--- config.mk ---
export PLATFORM = sky130hd
export DESIGN_NAME = sram_burst_master
export DESIGN_NICKNAME = d
export VERILOG_FILES = /design/src/rtl/sram_burst_pkg.sv /design/src/rtl/sram_rd_buffer.sv /design/src/rtl/sram_burst_master.sv
export SDC_FILE = /design/constraint.sdc
export NUM_CORES = 1
export LEC_CHECK = 0
export CORE_ASPECT_RATIO = 1.2
export CORE_MARGIN = 5
export CORE_UTILIZATION = 28
export CTS_BUF_LIST = sky130_fd_sc_hd__clkbuf_16
export DETAILED_ROUTE_END_ITERATION = 8
export DONT_BUFFER_PORTS = 1
export PLACE_DENSITY = 0.49
export SYNTH_ARGS = -nofsm -noshare
export SYNTH_HDL_FRONTEND = slang
export SYNTH_SLANG_ARGS = --single-unit
--- constraint.sdc ---
create_clock -name Clk -period 4 [get_ports Clk]
set_clock_uncertainty 0.1 [all_clocks]
set_input_delay 0.6 -clock Clk [delete_from_list [all_inputs] [get_ports Clk]]
set_output_delay 0.6 -clock Clk [all_outputs]
set_load 0.05 [all_outputs]
--- src/rtl/sram_burst_pkg.sv ---
// Shared types and constants for the SRAM burst master and its read buffer.
package sram_burst_pkg;

  localparam int DEF_ADDR_W   = 15;
  localparam int DEF_DATA_W   = 8;
  localparam int RD_BUF_DEPTH = 2;

  typedef enum logic [2:0] {
    IDLE  = 3'd0,
    WRITE = 3'd1,
    READ  = 3'd2,
    DRAIN = 3'd3,
    DONE  = 3'd4
  } state_t;

endpackage

--- src/rtl/sram_rd_buffer.sv ---
// Two-entry synchronous FIFO holding bytes returned by the SRAM until the
// read-stream consumer takes them. The caller guarantees no push when full
// and no pop when empty.
module sram_rd_buffer
  import sram_burst_pkg::*;
#(
  parameter int DATA_W = DEF_DATA_W
) (
  input  logic              clk,
  input  logic              rst,
  input  logic              push,
  input  logic [DATA_W-1:0] push_data,
  input  logic              pop,
  output logic [DATA_W-1:0] head,
  output logic [1:0]        count
);

  logic [DATA_W-1:0] mem_r [RD_BUF_DEPTH];
  logic              rd_ptr_r;
  logic              wr_ptr_r;
  logic [1:0]        count_r;

  // Storage, pointers and occupancy; entries clear on reset so the head reads zero.
  always_ff @(posedge clk) begin
    if (rst) begin
      for (int i = 0; i < RD_BUF_DEPTH; i++) begin
        mem_r[i] <= '0;
      end
      rd_ptr_r <= 1'b0;
      wr_ptr_r <= 1'b0;
      count_r  <= 2'd0;
    end else begin
      if (push) begin
        mem_r[wr_ptr_r] <= push_data;
        wr_ptr_r        <= ~wr_ptr_r;
      end
      if (pop) begin
        rd_ptr_r <= ~rd_ptr_r;
      end
      case ({push, pop})
        2'b10:   count_r <= count_r + 2'd1;
        2'b01:   count_r <= count_r - 2'd1;
        default: count_r <= count_r;
      endcase
    end
  end

  assign head  = mem_r[rd_ptr_r];
  assign count = count_r;

endmodule

--- src/rtl/sram_burst_master.sv ---
// Burst initiator for the single-port byte SRAM: one access per cycle,
// write bursts from a byte stream, read bursts into a 2-entry buffer.
// Optional feature macro: SRAM_BURST_FILL_EN (constant-fill write bursts).
module sram_burst_master
  import sram_burst_pkg::*;
#(
  parameter int ADDR_W = DEF_ADDR_W,
  parameter int DATA_W = DEF_DATA_W
) (
  input  logic              Clk,
  input  logic              Rst,
  input  logic              Cmd_valid,
  output logic              Cmd_ready,
  input  logic              Cmd_rw,
  input  logic [ADDR_W-1:0] Cmd_addr,
  input  logic [ADDR_W-1:0] Cmd_len,
`ifdef SRAM_BURST_FILL_EN
  input  logic              Cmd_fill,
  input  logic [DATA_W-1:0] Fill_data,
`endif
  input  logic [DATA_W-1:0] Wr_data,
  input  logic              Wr_valid,
  output logic              Wr_ready,
  output logic [DATA_W-1:0] Rd_data,
  output logic              Rd_valid,
  input  logic              Rd_ready,
  output logic              Busy,
  output logic              Done,
  output logic [DATA_W-1:0] Mem_data_in,
  output logic [ADDR_W-1:0] Mem_addr,
  output logic              Mem_rw,
  output logic              Mem_en,
  input  logic [DATA_W-1:0] Mem_data_out
);

  localparam logic [ADDR_W-1:0] ADDR_ONE = {{(ADDR_W-1){1'b0}}, 1'b1};

  state_t            state_r, state_nx;
  logic [ADDR_W-1:0] addr_r, remaining_r, addr_hold_r;
  logic [DATA_W-1:0] data_hold_r, wr_byte_s, buf_head_s;
  logic              inflight_r, wr_beat_s, rd_issue_s, cmd_accept_s, rd_pop_s;
  logic [1:0]        buf_count_s, occupancy_s;
`ifdef SRAM_BURST_FILL_EN
  logic              fill_r;
  logic [DATA_W-1:0] fill_data_r;
`endif

  assign cmd_accept_s = Cmd_valid && (state_r == IDLE);

  // Next state and per-cycle access decision; read credit uses only registered
  // occupancy so the consumer's ready never reaches the SRAM enable.
  always_comb begin
    state_nx    = state_r;
    Wr_ready    = 1'b0;
    wr_beat_s   = 1'b0;
    rd_issue_s  = 1'b0;
    wr_byte_s   = Wr_data;
    occupancy_s = buf_count_s + {1'b0, inflight_r};
    case (state_r)
      IDLE: begin
        if (Cmd_valid) begin
          if (Cmd_rw) state_nx = WRITE;
          else        state_nx = READ;
        end else begin
          state_nx = IDLE;
        end
      end
      WRITE: begin
`ifdef SRAM_BURST_FILL_EN
        if (fill_r) begin
          wr_beat_s = 1'b1;
          wr_byte_s = fill_data_r;
        end else begin
          Wr_ready  = 1'b1;
          wr_beat_s = Wr_valid;
        end
`else
        Wr_ready  = 1'b1;
        wr_beat_s = Wr_valid;
`endif
        if (wr_beat_s && (remaining_r == '0)) state_nx = DONE;
        else                                  state_nx = WRITE;
      end
      READ: begin
        rd_issue_s = (occupancy_s < 2'd2);
        if (rd_issue_s && (remaining_r == '0)) state_nx = DRAIN;
        else                                   state_nx = READ;
      end
      DRAIN: begin
        if ((buf_count_s == 2'd0) && !inflight_r) state_nx = DONE;
        else                                      state_nx = DRAIN;
      end
      DONE:    state_nx = IDLE;
      default: state_nx = IDLE;
    endcase
  end

  // Control state, burst address/count, in-flight flag and held SRAM bus values.
  always_ff @(posedge Clk) begin
    if (Rst) begin
      state_r     <= IDLE;
      addr_r      <= '0;
      remaining_r <= '0;
      addr_hold_r <= '0;
      data_hold_r <= '0;
      inflight_r  <= 1'b0;
    end else begin
      state_r    <= state_nx;
      inflight_r <= rd_issue_s;
      if (cmd_accept_s) begin
        addr_r      <= Cmd_addr;
        remaining_r <= Cmd_len;
      end else if (Mem_en) begin
        addr_r      <= addr_r + ADDR_ONE;
        remaining_r <= remaining_r - ADDR_ONE;
      end
      if (Mem_en) begin
        addr_hold_r <= addr_r;
      end
      if (wr_beat_s) begin
        data_hold_r <= wr_byte_s;
      end
    end
  end

`ifdef SRAM_BURST_FILL_EN
  // Fill mode and fill byte are captured with the command.
  always_ff @(posedge Clk) begin
    if (Rst) begin
      fill_r      <= 1'b0;
      fill_data_r <= '0;
    end else if (cmd_accept_s) begin
      fill_r      <= Cmd_fill & Cmd_rw;
      fill_data_r <= Fill_data;
    end
  end
`endif

  sram_rd_buffer #(.DATA_W(DATA_W)) u_rd_buffer (
    .clk       (Clk),
    .rst       (Rst),
    .push      (inflight_r),
    .push_data (Mem_data_out),
    .pop       (rd_pop_s),
    .head      (buf_head_s),
    .count     (buf_count_s)
  );

  assign rd_pop_s    = Rd_valid & Rd_ready;
  assign Rd_valid    = (buf_count_s != 2'd0);
  assign Rd_data     = buf_head_s;
  assign Cmd_ready   = (state_r == IDLE);
  assign Busy        = (state_r != IDLE);
  assign Done        = (state_r == DONE);
  assign Mem_en      = wr_beat_s | rd_issue_s;
  assign Mem_rw      = wr_beat_s;
  assign Mem_addr    = Mem_en ? addr_r : addr_hold_r;
  assign Mem_data_in = wr_beat_s ? wr_byte_s : data_hold_r;

endmodule

; After elaboration in Yosys (flattened, before gate mapping)
; Memory sizes are Yosys's and may differ from the RTL's. A register that Yosys moved wholly into a read port is not among the register bits.
; Index checks and enable logic that the tools add are counted.
; Widths: inputs -> output; s select.
[op_classes]
magnitude_cmp = 1
n_eq_ne = 6
shift = 0
add_sub_neg = 5
n_div = 0
n_reduce_logical = 13
n_mul = 0
n_mux = 26
bitwise = 4
[op_table]
columns = op, count
row1 = $mux 15, 5
row2 = $mux 8, 2
row3 = $add 15x1->15 const B, 1
row4 = $logic_not 15->1, 1
row5 = $sub 15x1->15 const B, 1
row6 = $mux 1, 13
row7 = $pmux 3 s4, 1
row8 = $mux 3, 3
row9 = $reduce_or 8->1, 1
row10 = $eq 3x2->1 const B, 2
row11 = $reduce_bool 2->1, 3
row12 = $logic_and 1x1->1, 4
row13 = $pmux 2 s2, 1
row14 = $eq 3x1->1 const B, 1
row15 = $eq 3x3->1 const B, 1
row16 = $logic_not 3->1, 1
row17 = $reduce_bool 3->1, 1
row18 = $add 2x1->2, 1
row19 = $add 2x1->2 const B, 1
row20 = $eq 2x1->1 const B, 1
row21 = $eq 2x2->1 const B, 1
row22 = $logic_not 2->1, 1
row23 = $lt 2x2->1 const B, 1
row24 = $mux 2, 1
row25 = 5 further kinds, 6
[totals]
input_bits = 52
elab_cells = 65
reg_bits = 61
out_inout_bits = 38
ram_bits = 16
rom_bits = 0
n_memories = 1
latch_bits = 0
[memory_table]
columns = name, depth, width, read_ports, rd_ports_with_merged_regs, write_ports, line_no
row1 = u_rd_buffer.mem_r, 2, 8, 1, 1, 2, sram_rd_buffer.sv:18  ; logic [DATA_W-1:0] mem_r [RD_BUF_DEPTH];

; Longest topological paths before layout
; Gate-level depths: netlist of the first run.
[logic_depth]
ltp_word = 6
depth_mapped = 9
ltp_nobuf = 6

; By module
; Synthesis of the first run repeated with hierarchy kept, for this count alone.
[unflattened]
cells_unflattened = 408
area_unflattened_um2 = 3912.5
[by_module_without_submodules]
columns = module, instances, area_per_inst_um2, cells_per_inst, seq_area_each_um2
row1 = sram_burst_master, 1, 3017.9, 335, 1141.1
row2 = sram_rd_buffer, 1, 894.6, 73, 580.6

; Worst setup path after synthesis of the first run
; OpenSTA, ideal clock, no wires.
[synth_timing]
kind = flip-flop to output port
start = register state_r[0]
end = output port Mem_addr[0]
slack_ps = 918
stages_incl_launch_ff = 8
path_buffers = 1
arrival_ps = 2382
required_time_ps = 3300
cell_sequence = dfxtp_1 > nor3b_2 > and2_0 > buf_2 > nor2_4 > inv_2 > nand2_1 > nand2_1
[synth_between]
elab_chain_cells = 4
elab_cells_between_ends = 6
cone_classes = 2 x eq/ne / 3 x mux / 1 x bitwise
[synth_rtl]
columns = item, line_no
row1 = start: declaration, sram_burst_master.sv:38  ; state_t state_r, state_nx;
row2 = start signal: assignment, sram_burst_master.sv:108  ; state_r <= state_nx;
row3 = $eq 3x1->1 / $eq 3x2->1 (equally long branches), sram_burst_master.sv:59  ; case (state_r)
row4 = $mux 1, sram_burst_master.sv:59
row5 = $or 1x1->1 *, sram_burst_master.sv:155  ; assign Mem_en = wr_beat_s | rd_issue_s;
row6 = via Mem_en, sram_burst_master.sv:32  ; output logic Mem_en,
row7 = $mux 15 *, --
row8 = end: declaration, sram_burst_master.sv:30  ; output logic [ADDR_W-1:0] Mem_addr,
; The timed path passes the listed nets; every way through them passes the cells marked *.

; Worst setup path in the final report of the first run
[layout_timing]
start = register state_r[0]
end = output port Mem_data_in[1]
[layout_between]
elab_chain_cells = 3
[layout_rtl]
columns = item, line_no
row1 = $eq 3x1->1, sram_burst_master.sv:59
row2 = $mux 1, sram_burst_master.sv:59
row3 = $mux 8, --
row4 = end: declaration, sram_burst_master.sv:29  ; output logic [DATA_W-1:0] Mem_data_in,
; No other way between the ends.

==> key figures, run 1 <==
Outcome
  • Run status: finished, final reports clean

Synthesis
  • Syn Area/Cell: 9.790 um^2
  • Netlist Area Pre-Place: 3740 um^2
  • Synth async-reset ratio: 0%
  • Synthesized instance count: 382
  • Ys Warns: 0
  • Top FF cell, synth: dfxtp_1
  • Number of synthesized flops with an enable pin: 16
  • Post-synthesis sequential area ratio: 46.04%
  • Post-synthesis sequential element count: 78
  • Syn nets: 438
  • Yosys cell types: 52

Timing
  • Slew Limit Fails: 0
  • Period Utilization, post-route: 79.33%
  • Final count of negative-setup-slack endpoints: 0
  • Minimum clock period after layout: 3173 ps
  • Slew margin rel.: slightly below 40%
  • RSZ-0062 raised after global routing: no
  • Worst Hold Slack: 264.3 ps
  • Slew @ Worst Pin: 915.8 ps
  • Setup TNS: 0 ps
  • Final hold violations: 0
  • F_max: 0.3151 GHz

Route
  • Detailed-route via count: 2741
  • Wirelength per Cell: between 15 and 20 um
  • Via/cell ratio: 5.011
  • Pre-antenna DRT Iters: 4
  • Final wirelength: 9239 um
  • ANT nets after route: 0
  • Initial drt markers: 148
  • Drt drc: 0

Place
  • Placed cell areas: 3921 um^2
  • Dpl hpwl: 6275 um
  • GP Congestion: 0.7525
  • Port Buf Inserts: 0

Clocking
  • CTS Hold Bufs: 0
  • CTS tree: yes
  • PostCTS Resize Cnt: 0
  • CTS Root Cell: clkbuf_16
  • Clock buffer depth: 2
  • TritonCTS Buffers: 9
  • Clock-pin slew on the worst setup and hold paths: approximately 60 ps
  • Postcts setup bufs: 0
  • H-tree depth: 3
  • Clock sink count: 78
  • Clk_lat worst skew: around 330 ps

Cells and area
  • Fill cells: ~1400
  • Final Cell Area: 4170 um^2
  • Layout Nets: 431
  • Final core area utilization: 31.64%
  • Area growth syn-to-layout: 11.51%
  • Commonest cells after routing, fill and taps aside: 62 x dfxtp_1, 39 x nor2_1, 30 x mux2_2
  • Most common cell after layout, fill and taps aside: dfxtp_1
  • Fraction of layout instances using a drive strength above 1: 16.09%
  • N_diodes: 0

Critical path
  • Critical path's largest stage delay: 530 ps
  • Crit Path Category: flop to primary output
  • Crit path cell chain: nor3b_2 -> buf_4 -> and2_2 -> buf_4 -> mux2_2
  • Critical Path End Type: primary output
  • Crit Path Max Fanout: 31
  • Worst setup SP type: flop
  • Critical Path AT: 2470 ps
  • Crit path required time: between 3000 and 4000 ps
  • Slowest CP cell: mux2_2
  • Cell repeated most along the worst path: buf_4

Global route
  • Total gr overflow: 0
  • Number of global-route vias before repair: between 2000 and 3000
  • First-pass GRT wire length: 14510 um
  • Largest net degree at the start of global routing: 68
  • Initial antenna violation count: 0
  • GRT Total Usage: 12.09%

Power and ir drop
  • Switching pwr: 677.7 uW
  • Combinational share of power: a little over a fifth
  • Reg power frac: between 40% and 50%
  • Sw Share: approximately a third
  • Power Internal: between 1 and 1.5 mW
  • Leakage: 1.511 nW
  • Clk pwr share: 33.8%
  • P per Cell Area: 503.4 nW/um^2
  • Max IR drop VDD: around 0.00021 V

Die
  • Die height: 136.6 um
  • Core area: 13180 um^2
  • Die Area: 15780 um^2
  • Die Span X: around 120 um
  • Initial Util: 28.37%
  • Row count: 46
  • I/O pins: 90

Hold path
  • Worst hold path type: input pin to flop

Job
  • Max_cap viols: 0
[cells by family (layout without fill, tap and decap cells)]
logic type / after synthesis / count (layout) / share of synthesized area, %
simple gates: 138 / 138 / 19.81
flops: 78 / 78 / 46.04
compound gates: 76 / 76 / 15.09
buf+inv: 35 / 32 / 3.781
mux: 30 / 30 / 9.033
xor+xnor: 21 / 21 / 4.918
fa+ha+maj: 4 / 4 / 1.338
[critical path, delay by kind of cell (launching register included)]
family | cells | cell delay (ps)
buffers and inverters | 2 | 650
multiplexers | 1 | 530
flip-flops | 1 | 520
AND/OR/NAND/NOR | 2 | 420
[stage by stage]
stage | cells | total power [mW] | setup WS (ps)
CTS | 547 | 2.144 | 796.0
finish | 547 | 2.100 | 826.7
global placement | 532 | 1.409 | 1207
global route | 547 | 2.221 | 721.7
floorplan | 382 | 1.336 | 918.3
detailed placement | 532 | 1.412 | 1175
[cells in the mapped netlist (2+ instances only)]
library cell	count	area share (%)
a2111oi_0	2	0.47
a211oi_1	19	3.8
a21o_1	2	0.40
a21oi_1	9	1.2
a22oi_1	3	0.60
a2bb2oi_1	2	0.47
a311oi_1	2	0.47
and2_1	19	3.2
and3_1	3	0.50
buf_1	2	0.20
buf_2	5	0.67
clkbuf_1	16	1.6
dfxtp_1	62	33
edfxtp_1	16	13
ha_1	4	1.3
inv_1	10	1.0
mux2_2	30	9.0
nand2_1	11	1.1
nand3_1	8	1.1
nand3b_1	2	0.40
nor2_1	39	3.9
nor2b_1	23	3.8
nor3_1	12	1.6
nor4_1	6	1.0
o2111ai_1	5	1.2
o211ai_1	10	2.0
o21a_1	2	0.40
o21ai_0	10	1.3
o31ai_1	2	0.40
or2_2	2	0.33
or3_1	2	0.33
or4_1	3	0.60
xnor2_1	6	1.4
xor2_1	15	3.5
[worst paths after layout]
| path | start | end | slack, ps | cells past startpoint |
|---|---|---|---|---|
| worst max-delay path | state_r[0] | Mem_data_in[1] | 830 | 5 |
| worst min-delay path | Rst | u_rd_buffer.wr_ptr_r | 260 | 1 |
| worst max register to register | state_r[0] | addr_r[10] | 1330 | 7 |
| worst min register to register | addr_hold_r[0] | addr_hold_r[0] | 360 | 2 |
[cell type report]
cell class / count / area, um^2 / share of cell area [%]
timing repair buffer: 6 / 57.56 / 1.380
clock inverter: 6 / 23.77 / 0.5701
tap: 168 / 210.2 / 5.041
multi-input combinational: 269 / 1891 / 45.33
clock buffer: 9 / 225.2 / 5.401
inverter: 11 / 41.29 / 0.9901
sequential: 78 / 1722 / 41.28
[per-layer routing]
| layer | wire length, um | vias to the layer above | global-route usage, % | part of all wire [%] |
|---|---|---|---|---|
| met4 | 170 | 0 | 5.740 | 1.8 |
| met3 | 672 | 11 | 3.936 | 7.3 |
| met1 | 3900 | 1298 | 13.86 | 42 |
| met2 | 4497 | 79 | 20.24 | 49 |
| met5 | 0 | - | 0 | 0 |
| li1 | - | 1353 | - | - |
[power groups by stage]
stage / combinational [mW] / sequential (mW) / clock [mW]
after floorplan: 0.411 / 0.925 / 0
after global placement: 0.458 / 0.951 / 0
after detailed placement: 0.460 / 0.952 / 0
after CTS: 0.463 / 0.935 / 0.746
after global routing: 0.494 / 0.943 / 0.783
final: 0.456 / 0.935 / 0.709
[flip-flops by register name, indices dropped and copies added (netlist names), named ones only]
signal                flops
inflight_r                1
u_rd_buffer.mem_r        16
u_rd_buffer.wr_ptr_r      1
data_hold_r               8
u_rd_buffer.count         2
addr_hold_r              15
addr_r                   15
u_rd_buffer.rd_ptr_r      1
remaining_r              15
state_r                   3
(Power assumes the default switching activity.)
==> inputs of run 2 (changes only) <==
==> constraint.sdc (replaced) <==
create_clock -name Clk -period 3.1 [get_ports Clk]
set_clock_uncertainty 0.1 [all_clocks]
set_input_delay 0.465 -clock Clk [delete_from_list [all_inputs] [get_ports Clk]]
set_output_delay 0.465 -clock Clk [all_outputs]
set_load 0.05 [all_outputs]
==> key figures, run 2 (synthesis results as in run 1) <==
Cells and area
  • Fraction of layout instances using a drive strength above 1: 17.71%
  • Multi-input logic area: ~1900 um^2
  • N_diodes: 0
  • Area growth syn-to-layout: 13.45%
  • FF/Latch Area: ~1700 um^2
  • Layout Nets: around 440
  • Most common cell after layout, fill and taps aside: dfxtp_1
  • Biggest register: u_rd_buffer.mem_r
  • Fill cells: about 1400
  • Commonest cells after routing, fill and taps aside: 62 x dfxtp_1, 39 x nor2_1, 30 x mux2_2
  • Max reg flops: 16

Clocking
  • TritonCTS Buffers: 9
  • CTS Hold Bufs: 0
  • Clock sink count: between 70 and 80
  • Clock-pin slew on the worst setup and hold paths: roughly 60 ps
  • H-tree depth: 3
  • Clk_lat worst skew: about 340 ps
  • CTS Root Cell: clkbuf_16
  • PostCTS Resize Cnt: 0
  • CTS tree: yes
  • Postcts setup bufs: 0
  • Clock buffer depth: 2

Route
  • Via/cell ratio: between 5 and 6
  • Final wirelength: 9442 um
  • Pre-antenna DRT Iters: 4
  • Wirelength per Cell: 17.11 um
  • ANT nets after route: 0
  • Detailed-route via count: 2782
  • Initial drt markers: 194
  • Drt drc: 0

Die
  • Row count: 46
  • Core area: 13180 um^2
  • Initial Util: 28.37%
  • Die Area: about 16000 um^2
  • I/O pins: 90
  • Die height: 136.6 um
  • Die Span X: 115.5 um

Critical path
  • Crit Path Category: flop to primary output
  • Critical Path End Type: primary output
  • Critical Path AT: 2200 ps
  • Crit Path Max Fanout: 19
  • Cell repeated most along the worst path: nand2_1
  • Worst r2r dst: remaining_r[6]
  • Critical path's largest stage delay: 520 ps
  • Worst setup SP type: flop
  • Crit path required time: 2530 ps
  • Crit path cell chain: nor3b_2 -> and2_2 -> nor2_4 -> inv_2 -> nand2_1 -> nand2_1 -> buf_12
  • Slowest CP cell: dfxtp_1
  • R2R Setup Slk: 720 ps
  • Reg2reg path depth: 6
  • Reg-to-Reg Start: inflight_r

Global route
  • Total gr overflow: 0
  • Number of global-route vias before repair: 2852
  • Initial antenna violation count: 0
  • GRT Total Usage: 12.49%
  • First-pass GRT wire length: 14990 um
  • Largest net degree at the start of global routing: about 70

Power and ir drop
  • Power Internal: ~1.9 mW
  • Leakage: 1.543 nW
  • Combinational share of power: 21.0%
  • Clk pwr share: 36.5%
  • Switching pwr: 904.3 uW
  • P per Cell Area: 669.3 nW/um^2
  • Max IR drop VDD: between 0.0002 and 0.0003 V
  • Reg power frac: 42.5%
  • Sw Share: 31.85%

Timing
  • Setup TNS: 0 ps
  • Worst Hold Slack: 92.81 ps
  • Final count of negative-setup-slack endpoints: 0
  • F_max: 0.3615 GHz
  • Period Utilization, post-route: between 80% and 90%
  • Slew margin rel.: about two fifths
  • Slew @ Worst Pin: 869.3 ps
  • Slew Limit Fails: 0
  • Final hold violations: 0
  • Minimum clock period after layout: 2766 ps
  • RSZ-0062 raised after global routing: no

Place
  • Dpl hpwl: 6619 um
  • GP Congestion: 0.7521
  • Port Buf Inserts: 0

Job
  • Max_cap viols: 0

Hold path
  • Hold Crit Endpoint: inflight_r
  • Hold depth: 1
  • Hold Crit Start: Rst
  • Worst hold path type: input pin to flop

Outcome
  • Run status: finished, final reports clean
run 2: stage by stage:
stage	setup WS, ps	cells	utilization [%]	cell area, um^2	power (mW)
after detailed placement	646.1	536	29.98	3951	1.832
final	333.8	552	32.19	4243	2.840
after CTS	258.6	552	32.19	4243	2.895
after global placement	711.3	536	29.98	3951	1.824
after global routing	122.3	552	32.19	4243	2.989
after floorplan	153.3	382	-	3740	1.724
run 2: worst max-delay path by stage:
stage | endpoint | cells after the start | startpoint
floorplan | Mem_addr[0] | 7 | state_r[0]
global placement | Mem_addr[0] | 7 | state_r[0]
detailed placement | Mem_addr[0] | 7 | state_r[0]
CTS | Mem_addr[0] | 7 | state_r[0]
global route | Mem_addr[0] | 7 | state_r[0]
finish | Mem_addr[0] | 7 | state_r[2]
run 2: layout make-up:
cell class	instances	share of cell area, %
repair buffers	10	2.064
multi-input cells	269	44.56
inverters	11	0.9732
clock buffers	9	5.308
flip-flops and latches	78	40.58
clock inverters	7	1.563
well taps	168	4.954
run 2: power by group through the flow:
stage                     combinational, mW  clock (mW)  sequential [mW]
after floorplan                       0.531           0             1.19
after global placement                0.596           0             1.23
after detailed placement              0.602           0             1.23
after CTS                             0.605        1.08             1.21
after global routing                  0.649        1.12             1.22
final                                 0.596        1.04             1.21
run 2: worst max-delay path: cells and delay by family (launching register included):
kind	cells	cell delay (ps)
DFF	1	520
and+or+nand+nor	5	1030
buffers and inverters	2	320
run 2: routing by layer:
layer | up-vias | share of wire (%) | global-route usage (%)
li1 | 1369 | - | -
met5 | - | 0 | 0
met4 | 0 | 2.3 | 6.458
met3 | 14 | 7.5 | 3.671
met2 | 89 | 49 | 21.53
met1 | 1310 | 41 | 13.82
==> inputs of run 3 (changes only) <==
--- a/config.mk
+++ b/config.mk
@@ -11,7 +11,9 @@
 export CTS_BUF_LIST = sky130_fd_sc_hd__clkbuf_16
 export DETAILED_ROUTE_END_ITERATION = 8
 export DONT_BUFFER_PORTS = 1
+export GPL_TIMING_DRIVEN = 0
 export PLACE_DENSITY = 0.49
 export SYNTH_ARGS = -nofsm -noshare
 export SYNTH_HDL_FRONTEND = slang
+export SYNTH_HIERARCHICAL = 1
 export SYNTH_SLANG_ARGS = --single-unit
==> constraint.sdc (replaced) <==
create_clock -name Clk -period 3.1 [get_ports Clk]
set_clock_uncertainty 0.1 [all_clocks]
set_input_delay 0.93 -clock Clk [delete_from_list [all_inputs] [get_ports Clk]]
set_output_delay 0.93 -clock Clk [all_outputs]
set_load 0.05 [all_outputs]
==> key figures, run 3 <==
Outcome
  • Run status: finished, violations left
  • Failing checks: negative setup slack

Synthesis
  • Syn Area/Cell: 9.589 um^2
  • Number of synthesized flops with an enable pin: 16
  • Synth async-reset ratio: 0%
  • Syn nets: 464
  • Netlist Area Pre-Place: 3913 um^2
  • Synthesized instance count: 408
  • Post-synth top cells: 62 x dfxtp_1, 44 x nor2_1, 31 x mux2_2, 27 x and2_1, 17 x nand2_1
  • Top FF cell, synth: dfxtp_1
  • Yosys cell types: 55
  • Synth top area cells: dfxtp_1 32%, edfxtp_1 12%, mux2_2 8.9%
  • Top-area cell type share of the netlist area: about a third
  • Ys Warns: 6
  • Synth area leader: dfxtp_1
  • Top-count cell post-synth: dfxtp_1
  • Post-synthesis sequential area ratio: 44.00%
  • Post-synthesis sequential element count: 78

Timing
  • Slew @ Worst Pin: 853.2 ps
  • Final count of negative-setup-slack endpoints: 6
  • F_max: about 0.32 GHz
  • Slew margin rel.: approximately 42%
  • Post-route setup slack: -17.35 ps
  • RSZ-0062 raised after global routing: yes
  • Slew Limit Fails: 0
  • Period Utilization, post-route: 100.6%
  • Final hold violations: 0
  • Setup TNS: -82.29 ps
  • Minimum clock period after layout: about 3100 ps

Critical path
  • Crit path required time: 2070 ps
  • Critical Path AT: 2090 ps
  • Worst Setup EP: Mem_addr[14]
  • Slowest CP cell: mux2_2
  • Reg-to-Reg Start: state_r[0]
  • Crit Path Category: input pin to primary output
  • Worst setup SP type: input pin
  • Crit path launch: Wr_valid
  • Critical Path End Type: primary output
  • R2R Setup Slk: 760 ps
  • Crit Path Max Fanout: 10
  • Reg2reg path depth: 6
  • Crit path cell chain: and4bb_2 -> a31oi_4 -> buf_6 -> mux2_2
  • Worst r2r dst: remaining_r[8]
  • Critical path's largest stage delay: 480 ps

Clocking
  • CTS Root Cell: clkbuf_16
  • TritonCTS Buffers: 9
  • CTS tree: yes
  • Clk_lat worst skew: 340 ps
  • H-tree depth: 3
  • Clock-pin slew on the worst setup and hold paths: ~60 ps
  • Clock buffer depth: 2
  • Clock sink count: around 80

Cells and area
  • Final Cell Area: 4492 um^2
  • Fraction of layout instances using a drive strength above 1: 16.94%
  • FF/Latch Area: 1722 um^2
  • Area growth syn-to-layout: 14.81%
  • Commonest cells after routing, fill and taps aside: 62 x dfxtp_1, 44 x nor2_1, 27 x and2_1
  • N_diodes: 0
  • Biggest register: u_rd_buffer/mem_r
  • Final core area utilization: 32.64%
  • Most common cell after layout, fill and taps aside: dfxtp_1
  • Max reg flops: 16
  • Layout Nets: 476
  • Fill cells: 1466
  • Multi-input logic area: 2071 um^2

Die
  • Die height: 139.5 um
  • Initial Util: 28.43%
  • Die Span X: 117.9 um
  • I/O pins: 90
  • Row count: 47
  • Core area: 13760 um^2
  • Die Area: 16450 um^2

Route
  • Wirelength per Cell: 19.35 um
  • Via/cell ratio: 5.388
  • ANT nets after route: 0
  • Drt drc: 0
  • Initial drt markers: 174
  • Pre-antenna DRT Iters: 4
  • Detailed-route via count: 3211
  • Final wirelength: 11530 um

Global route
  • Total gr overflow: 0
  • Largest net degree at the start of global routing: 20
  • GRT Total Usage: 13.83%
  • First-pass GRT wire length: 17950 um
  • Number of global-route vias before repair: 3165
  • Initial antenna violation count: 0

Hold path
  • Worst hold path type: flop to flop

Place
  • Pre-CTS setup slack: -493.1 ps
  • Placed cell areas: roughly 4100 um^2
  • Port Buf Inserts: 0
  • GP Congestion: 0.8019
  • Dpl hpwl: a little over 8000 um

Power and ir drop
  • P per Cell Area: 644.3 nW/um^2
  • Max IR drop VDD: roughly 0.00033 V
  • Leakage: 1.657 nW

Job
  • Max_cap viols: 0
-- run 3: cell types whose count changed in the layout (fill, tap and decap cells not counted), moves of 8 or more --
cell / delta
or4_1: +10
xor2_1: -14
and2_1: +8
a311oi_1: +12
nand2b_1: +12
a211oi_1: -18
clkbuf_1: +14
nor2b_1: -23
mux2_2: -8
o31ai_1: +9
o211ai_1: -9
mux2_4: +9
-- run 3: worst max-delay path: cells and delay by family --
| family | cells | cell delay [ps] |
|---|---|---|
| AND/OR/NAND/NOR | 1 | 230 |
| AO/OA/AOI/OAI | 1 | 240 |
| multiplexers | 1 | 480 |
| buffers and inverters | 1 | 200 |
-- run 3: per-stage QoR --
| stage | std cells | hold WS (ps) | power (mW) |
|---|---|---|---|
| after global routing | 596 | 420.0 | 3.044 |
| after floorplan | 408 | 344.5 | 1.779 |
| final | 596 | 372.5 | 2.894 |
| after detailed placement | 579 | 364.9 | 1.935 |
| after CTS | 596 | 374.7 | 2.923 |
| after global placement | 579 | 353.2 | 1.927 |
-- run 3: area by class of cell --
| cell class | count | area share [%] |
|---|---|---|
| plain buffers | 27 | 3.621 |
| inverters | 10 | 0.8357 |
| clock inverters | 7 | 0.7521 |
| flip-flops and latches | 78 | 38.33 |
| repair buffers | 3 | 0.5850 |
| well taps | 171 | 4.763 |
| clock buffers | 9 | 5.014 |
| multi-input cells | 291 | 46.10 |
-- run 3: worst min-delay path by stage --
stage / startpoint / to / slack (ps) / cells past startpoint
global route: addr_r[14] / addr_r[14] / 420 / 2
finish: u_rd_buffer/wr_ptr_r / u_rd_buffer/wr_ptr_r / 370 / 2
CTS: u_rd_buffer/wr_ptr_r / u_rd_buffer/wr_ptr_r / 370 / 2
detailed placement: u_rd_buffer/wr_ptr_r / u_rd_buffer/wr_ptr_r / 360 / 2
floorplan: u_rd_buffer/wr_ptr_r / u_rd_buffer/wr_ptr_r / 340 / 2
global placement: u_rd_buffer/wr_ptr_r / u_rd_buffer/wr_ptr_r / 350 / 2
-- run 3: cells by family after synthesis --
logic type      after synthesis  synth area share, %
compound gates               71                13.53
xor+xnor                      4               0.8956
fa+ha+maj                     4                1.279
buf+inv                      39                4.477
flops                        78                44.00
mux                          36                10.20
simple gates                176                25.62
-- run 3: per-layer routing --
layer  part of all wire (%)  GRT usage, %  up-vias
li1                       -             -     1540
met3                    7.0         5.114       22
met4                    2.1         5.435        0
met1                     42         16.44     1557
met2                     49         22.65       92
met5                      0             0        -
-- run 3: power by group --
group          switching (mW)  internal [mW]  leakage (nW)
logic                   0.505          0.241         0.848
registers              0.0767           1.12         0.674
clock network           0.419          0.530         0.136
-- run 3: timing repair --
item / 4_1_cts / 5_1_grt
hold buffers: 0 / 0
pin swaps: 1 / 1
gates resized for setup: 16 / 5
endpoints found under the setup margin: 25 / 23
setup buffers: 3 / 0
